$ cat config.mk
export PLATFORM = sky130hd
export DESIGN_NAME = rgb_overlay_pal
export DESIGN_NICKNAME = d
export VERILOG_FILES = /design/src/rtl/rgb_overlay_pal.sv
export SDC_FILE = /design/constraint.sdc
export NUM_CORES = 1
export LEC_CHECK = 0
export BUFFER_PORTS_ARGS = -buffer_cell sky130_fd_sc_hd__buf_2
export CAP_MARGIN = 10
export CORE_ASPECT_RATIO = 1.1
export CORE_MARGIN = 2
export CORE_UTILIZATION = 40
export CTS_CLUSTER_DIAMETER = 60
export DETAILED_ROUTE_END_ITERATION = 10
export PLACE_DENSITY_LB_ADDON = 0.3
export SLEW_MARGIN = 15
export SYNTH_ARGS = -nofsm -noshare
export SYNTH_HDL_FRONTEND = slang
export SYNTH_SLANG_ARGS = --single-unit
$ cat constraint.sdc
create_clock -name reloj -period 2 [get_ports reloj]
set_input_delay 0.4 -clock reloj [delete_from_list [all_inputs] [get_ports reloj]]
set_output_delay 0.4 -clock reloj [all_outputs]
set_load 0.05 [all_outputs]
$ cat src/rtl/rgb_overlay_pal.sv
// rtl/rgb_overlay_pal.sv - VGA pixel colouriser with writable 8-entry palette and alarm blink
module rgb_overlay_pal #(
  parameter int          COLOR_BITS = 4,
  parameter int          FRAME_X0   = 48,
  parameter int          FRAME_X1   = 688,
  parameter int          FRAME_Y0   = 35,
  parameter int          FRAME_Y1   = 514,
  parameter int          FRAME_T    = 4,
  parameter int          SEP1_Y     = 240,
  parameter int          SEP2_Y     = 330,
  parameter int          LINE_T     = 2,
  parameter int          BLINK_HALF = 50000000,
  parameter logic [7:0]  ALARM_PORT = 8'h00,
  parameter logic [7:0]  PAL_BASE   = 8'h20
) (
  input  logic                  reloj,
  input  logic                  resetM,
  input  logic [7:0]            port_id,
  input  logic [7:0]            out_port,
  input  logic                  write_strobe,
  input  logic [9:0]            Qh,
  input  logic [9:0]            Qv,
  input  logic                  H_ON,
  input  logic                  V_ON,
  input  logic                  bit_fuente,
  input  logic                  cursor_en,
  input  logic [8:0]            cam_co,
  output logic [COLOR_BITS-1:0] R,
  output logic [COLOR_BITS-1:0] G,
  output logic [COLOR_BITS-1:0] B,
  output logic                  alarma_fase
);

  localparam int CNT_W = (BLINK_HALF > 1) ? $clog2(BLINK_HALF) : 1;
  localparam logic [CNT_W-1:0] CNT_LAST = CNT_W'(BLINK_HALF - 1);

  // Inner edges of the outer frame band.
  localparam int FX_IN0 = FRAME_X0 + FRAME_T;
  localparam int FX_IN1 = FRAME_X1 - FRAME_T;
  localparam int FY_IN0 = FRAME_Y0 + FRAME_T;
  localparam int FY_IN1 = FRAME_Y1 - FRAME_T;
  localparam int SEP1_END = SEP1_Y + LINE_T;
  localparam int SEP2_END = SEP2_Y + LINE_T;

  // Default colours as 12-bit 4:4:4 RGB nibbles.
  function automatic logic [11:0] def_rgb(input int i);
    logic [11:0] v;
    case (i)
      0:       v = 12'h001;
      1:       v = 12'hCFC;
      2:       v = 12'h066;
      3:       v = 12'h063;
      4:       v = 12'h007;
      5:       v = 12'hFFF;
      6:       v = 12'hFFF;
      default: v = 12'h007;
    endcase
    return v;
  endfunction

  // Left-align a 4-bit nibble into COLOR_BITS, zero-filling or truncating LSBs.
  function automatic logic [COLOR_BITS-1:0] expand(input logic [3:0] nib);
    logic [COLOR_BITS-1:0] r;
    int src;
    r = '0;
    for (int b = 0; b < COLOR_BITS; b++) begin
      src = b + 4 - COLOR_BITS;
      if (src >= 0) r[b] = nib[src[1:0]];
    end
    return r;
  endfunction

  // Channel c (0=R, 1=G, 2=B) of default entry i.
  function automatic logic [COLOR_BITS-1:0] def_chan(input int i, input int c);
    logic [11:0] rgb;
    logic [3:0]  nib;
    rgb = def_rgb(i);
    case (c)
      0:       nib = rgb[11:8];
      1:       nib = rgb[7:4];
      default: nib = rgb[3:0];
    endcase
    return expand(nib);
  endfunction

  logic [COLOR_BITS-1:0] pal_r [8];
  logic [COLOR_BITS-1:0] pal_g [8];
  logic [COLOR_BITS-1:0] pal_b [8];

  logic             alarm;
  logic             phase;
  logic [CNT_W-1:0] blink_cnt;

  logic en_q, border_q, font_q, hl_q, alm_q, ph_q;

  // Port decode: offset wraps, so addresses below PAL_BASE land far outside 0..31.
  logic [7:0]            pal_off;
  logic                  pal_hit;
  logic [2:0]            pal_idx;
  logic [1:0]            pal_chan;
  logic [COLOR_BITS-1:0] pal_data;
  logic                  unused_bits;

  assign pal_off     = port_id - PAL_BASE;
  assign pal_hit     = write_strobe && (pal_off < 8'd32) && (pal_off[1:0] != 2'd3);
  assign pal_idx     = pal_off[4:2];
  assign pal_chan    = pal_off[1:0];
  assign pal_data    = out_port[COLOR_BITS-1:0];
  assign unused_bits = ^out_port;

  // Alarm enable register written from the port bus.
  always_ff @(posedge reloj or negedge resetM) begin
    if (!resetM) begin
      alarm <= 1'b0;
    end else if (write_strobe && port_id == ALARM_PORT) begin
      alarm <= out_port[0];
    end
  end

  // Palette storage; reset restores the built-in colour set.
  always_ff @(posedge reloj or negedge resetM) begin
    if (!resetM) begin
      for (int i = 0; i < 8; i++) begin
        pal_r[i] <= def_chan(i, 0);
        pal_g[i] <= def_chan(i, 1);
        pal_b[i] <= def_chan(i, 2);
      end
    end else if (pal_hit) begin
      case (pal_chan)
        2'd0:    pal_r[pal_idx] <= pal_data;
        2'd1:    pal_g[pal_idx] <= pal_data;
        default: pal_b[pal_idx] <= pal_data;
      endcase
    end
  end

  // Blink generator: free-runs only while the alarm is enabled.
  always_ff @(posedge reloj or negedge resetM) begin
    if (!resetM) begin
      blink_cnt <= '0;
      phase     <= 1'b0;
    end else if (!alarm) begin
      blink_cnt <= '0;
      phase     <= 1'b0;
    end else if (blink_cnt == CNT_LAST) begin
      blink_cnt <= '0;
      phase     <= ~phase;
    end else begin
      blink_cnt <= blink_cnt + 1'b1;
    end
  end

  assign alarma_fase = phase;

  // Geometry classification of the current beam position.
  int   qh_i, qv_i;
  logic en_c, in_x, in_y, frame_c, sep_c;

  assign qh_i = int'(Qh);
  assign qv_i = int'(Qv);
  assign en_c = H_ON & V_ON;
  assign in_x = (qh_i >= FRAME_X0) && (qh_i < FRAME_X1);
  assign in_y = (qv_i >= FRAME_Y0) && (qv_i < FRAME_Y1);
  assign frame_c = en_c && in_x && in_y &&
                   ((qh_i < FX_IN0) || (qh_i >= FX_IN1) ||
                    (qv_i < FY_IN0) || (qv_i >= FY_IN1));
  assign sep_c   = en_c && in_x &&
                   (((qv_i >= SEP1_Y) && (qv_i < SEP1_END)) ||
                    ((qv_i >= SEP2_Y) && (qv_i < SEP2_END)));

  // Stage 1: register pixel flags together with the alarm state they belong to.
  always_ff @(posedge reloj or negedge resetM) begin
    if (!resetM) begin
      en_q     <= 1'b0;
      border_q <= 1'b0;
      font_q   <= 1'b0;
      hl_q     <= 1'b0;
      alm_q    <= 1'b0;
      ph_q     <= 1'b0;
    end else begin
      en_q     <= en_c;
      border_q <= frame_c | sep_c;
      font_q   <= bit_fuente;
      hl_q     <= cursor_en & (|cam_co);
      alm_q    <= alarm;
      ph_q     <= phase;
    end
  end

  // Palette index selection; cursor highlight has no effect during alarm.
  logic [2:0] idx;
  always_comb begin
    idx = 3'd0;
    if (!alm_q) begin
      if (border_q)    idx = 3'd2;
      else if (font_q) idx = 3'd1;
      else if (hl_q)   idx = 3'd3;
      else             idx = 3'd0;
    end else begin
      if (border_q)    idx = 3'd7;
      else if (font_q) idx = 3'd6;
      else             idx = ph_q ? 3'd5 : 3'd4;
    end
  end

  // Stage 2: palette lookup into the output registers, blanked outside active video.
  always_ff @(posedge reloj or negedge resetM) begin
    if (!resetM) begin
      R <= '0;
      G <= '0;
      B <= '0;
    end else if (!en_q) begin
      R <= '0;
      G <= '0;
      B <= '0;
    end else begin
      R <= pal_r[idx];
      G <= pal_g[idx];
      B <= pal_b[idx];
    end
  end

endmodule

==> impl_metrics.csv <==
group,metric,value,unit
global_route,grt_max_degree,54,
cells_and_area,fillers,1421,
cells_and_area,final_core_util,49.92,%
drt,routed_wl,14180,microns
timing,fmax,536.2,MHz
timing,slew_headroom,37.46,%
critical_path,endpoint_kind,"flop",
timing,worst_slew_pin_slew,0.9361,ns
synthesis,ys_seq_area_share,53.92,%
synthesis,synth-main-ff-cell,"dfrtp_1",
timing,fin_crit,1.865,ns
floorplanning,initial_core_util,40.92,%
critical_path,path_max_fanout,26,
global_route,grt_overflow,0,
timing,finalSetupViolations,0,
timing,hold_viol_final,0,
synthesis,synth_top_area_share,35.49,%
cells_and_area,drive_gt1_share,43.89,%
cells_and_area,diodes,0,
power_and_ir_drop,swShare,22.41,%
synthesis,yosys.area.top_type,"dfrtp_1",
place,post-place-ws,-0.09653,ns
hold_path,min_path_type,"in2reg",
drt,drt_iter0_drc,282,
critical_path,critical_path_class,"reg2reg",
synthesis,ys_warn_count,0,
clocking,root_buffer,"clkbuf_16",
power_and_ir_drop,powerDensity,859.1,nW/um^2
synthesis,synth_edf_count,0,
floorplanning,dieHeight,139.7,microns
cells_and_area,finalNonFillerCells,851,
floorplanning,rows,49,
floorplanning,io_pins,65,
place,dp_cells,818,
place,gp_congestion,0.7606,
drt,vias,4494,
global_route,grt_antenna_before_repair,0,
clocking,cts.path.max_buffers,2,
power_and_ir_drop,combPwrFrac,8.0,%
place,post-dp-hpwl,9735,microns
global_route,grt_pass1_vias,4971,
synthesis,postSynthAreaPerCell,12.52,sq um
clocking,cts_tree,"yes",
drt,drc,0,
floorplanning,core,16370,sq um
clocking,clkLatencyLatePin,0.42,ns
synthesis,netlist_area,6699,sq um
cells_and_area,finalNetCount,688,
floorplanning,die_w,127.4,microns
timing,grt_setup_unrepaired,"false",
synthesis,ys_top_cells_by_area,"dfrtp_1, dfstp_2, mux2_2, mux2i_1, nor2_1",
cells_and_area,area_growth,21.98,%
timing,skew,0.007521,ns
floorplanning,die-area,17800,sq um
run,max-cap-violations,0,
global_route,grt_pass1_wl,24580,microns
timing,period_share,93.26,%
drt,drt.antenna.violating_nets,0,
drt,viasPerCell,5.281,
clocking,path_clk_slew,0.06,ns
critical_path,startpoint_type,"flop",
run_status,status,"complete, no violations",
clocking,numCtsBuffers,17,
power_and_ir_drop,clkPwrFrac,47.7,%
power_and_ir_drop,p_seq_share,44.3,%
timing,fin_ws,0.1349,ns
synthesis,syn_inst,535,
synthesis,async_reset_ff_share,100.0,%
power_and_ir_drop,ir_drop,656.3,uV
critical_path,required,2.29,ns
power_and_ir_drop,finalPower,7.021,mW
power_and_ir_drop,switchingPower,1.573,mW
power_and_ir_drop,p_int,5.447,mW
clocking,clock-sinks,142,
synthesis,ys_types,44,
critical_path,cp.arrival,2.16,ns
clocking,h-tree-depth,4,
global_route,track_usage,17.53,%
synthesis,synthesis.nets,589,
critical_path,reg2reg_slack,0.13,ns
drt,post_drt_wl_per_cell,16.66,microns
drt,first_pass_iters,4,
place,numPortBuffers,58,
timing,maxSlewViolCount,0,
synthesis,synth_seq_cells,142,
power_and_ir_drop,p_leak,3.798,nW
## per-layer routing
metal / routed length (microns) / vias to the layer above / global-route usage, %
li1: - / 2138 / -
met1: 6345 / 2240 / 21.67
met2: 7146 / 94 / 30.23
met3: 465 / 22 / 4.268
met4: 218 / 0 / 5.437
met5: 0 / - / 0
## registers in the layout, indices dropped and copies added, names as in the netlist, 4 cells and up
register,flops
B,4
pal_r,32
R,4
pal_g,32
blink_cnt,26
G,4
pal_b,32
## path summary, 6_finish.rpt
check,endpoint,depth (start not counted),start
min reg2reg,ph_q,0,alarma_fase
max reg2reg,R[3],6,alm_q
max,R[3],6,alm_q
min,font_q,1,bit_fuente
min in group asynchronous,pal_g[31],2,resetM
max in group asynchronous,pal_r[8],3,resetM
## cells by family (layout without fill, tap and decap cells)
kind of cell / after synthesis / count (layout) / synth area share (%)
buffers and inverters: 27 / 139 / 2.222
multiplexers: 145 / 145 / 23.48
AND/OR/NAND/NOR: 141 / 141 / 10.46
AO/OA/AOI/OAI: 52 / 52 / 6.145
flip-flops: 142 / 142 / 53.92
XOR/XNOR: 26 / 26 / 3.399
adder cells (fa/ha/maj): 2 / 2 / 0.3735
## cell type report
class,count,area (sq um),area share [%]
clock buffers,19,452.9,5.543
multi-input cells,366,2952,36.12
inverters,4,15.01,0.1837
flip-flops and latches,142,3612,44.20
clock inverters,13,185.2,2.266
repair buffers,103,699.4,8.559
well taps,204,255.2,3.124
## what timing repair did
action                    4_1_cts  5_1_grt
hold buffers                    1        0
buffers inserted                0        0
hold endpoints to repair       33        0
gates resized for setup         0        0
## power by group through the flow
stage          Clock, mW  Combinational [mW]  Sequential [mW]
3_3_place_gp           0               0.552             3.15
6_report            3.35               0.565             3.11
4_1_cts             3.42               0.574             3.11
5_1_grt             3.56               0.621             3.13
2_1_floorplan          0               0.315             3.16
3_5_place_dp           0               0.570             3.16
## worst max-delay path, stage by stage, from the launching register on
cell     delay [ns]
dfrtp_1        0.41
buf_4          0.34
a21oi_1        0.13
o21ai_2        0.07
buf_4          0.38
mux2i_1        0.15
o211a_1        0.25
## through the flow
stage | setup TNS (ns) | hold slack (ns) | area [sq um]
final | 0 | 0.08759 | 8172
after global routing | 0 | 0.07404 | 8172
after CTS | 0 | 0.06681 | 8172
after detailed placement | -3.150 | 0.3942 | 7523
after global placement | -0.7036 | 0.3908 | 7523
after floorplan | 0 | 0.1044 | 6699
## placed cells by master, fill, tap and decap left out, types with 2 or more instances in the layout
| cell type | count |
|---|---|
| o211a_1 | 12 |
| or3b_2 | 2 |
| and4_1 | 2 |
| buf_4 | 39 |
| o211ai_1 | 13 |
| nor4_1 | 6 |
| ha_1 | 2 |
| xor2_1 | 19 |
| a21oi_1 | 4 |
| nor2b_1 | 4 |
| nand3_1 | 17 |
| xnor2_1 | 7 |
| mux2i_1 | 48 |
| a31oi_1 | 3 |
| inv_6 | 2 |
| inv_1 | 4 |
| mux2_2 | 97 |
| dfrtp_1 | 95 |
| clkinv_2 | 3 |
| buf_2 | 57 |
| nand3b_1 | 4 |
| nor3_1 | 7 |
| nand2b_1 | 3 |
| and3_1 | 5 |
| dfstp_2 | 47 |
| clkinvlp_4 | 2 |
| clkinv_4 | 2 |
| nand4_1 | 7 |
| a22oi_1 | 12 |
| and2_1 | 4 |
| nand2_1 | 14 |
| bufinv_16 | 4 |
| clkbuf_8 | 2 |
| nor2_1 | 60 |
| buf_12 | 5 |
| clkbuf_16 | 17 |
## synthesized netlist by cell type (2+ instances only)
cell	count
nor3_1	7
nand3_1	17
a31oi_1	3
a21oi_1	4
nand3b_1	4
or3b_2	2
xor2_1	19
and3_1	5
o211a_1	12
buf_2	2
mux2_2	97
and4_1	2
o211ai_1	13
nor2b_1	4
nand4_1	7
nor2_1	60
xnor2_1	7
buf_6	5
clkbuf_1	14
and2_1	4
dfrtp_1	95
mux2i_1	48
ha_1	2
a22oi_1	12
dfstp_2	47
inv_1	4
nand2b_1	3
nor4_1	6
buf_4	2
nand2_1	14
No activity file was read; power rests on OpenSTA's default activity.
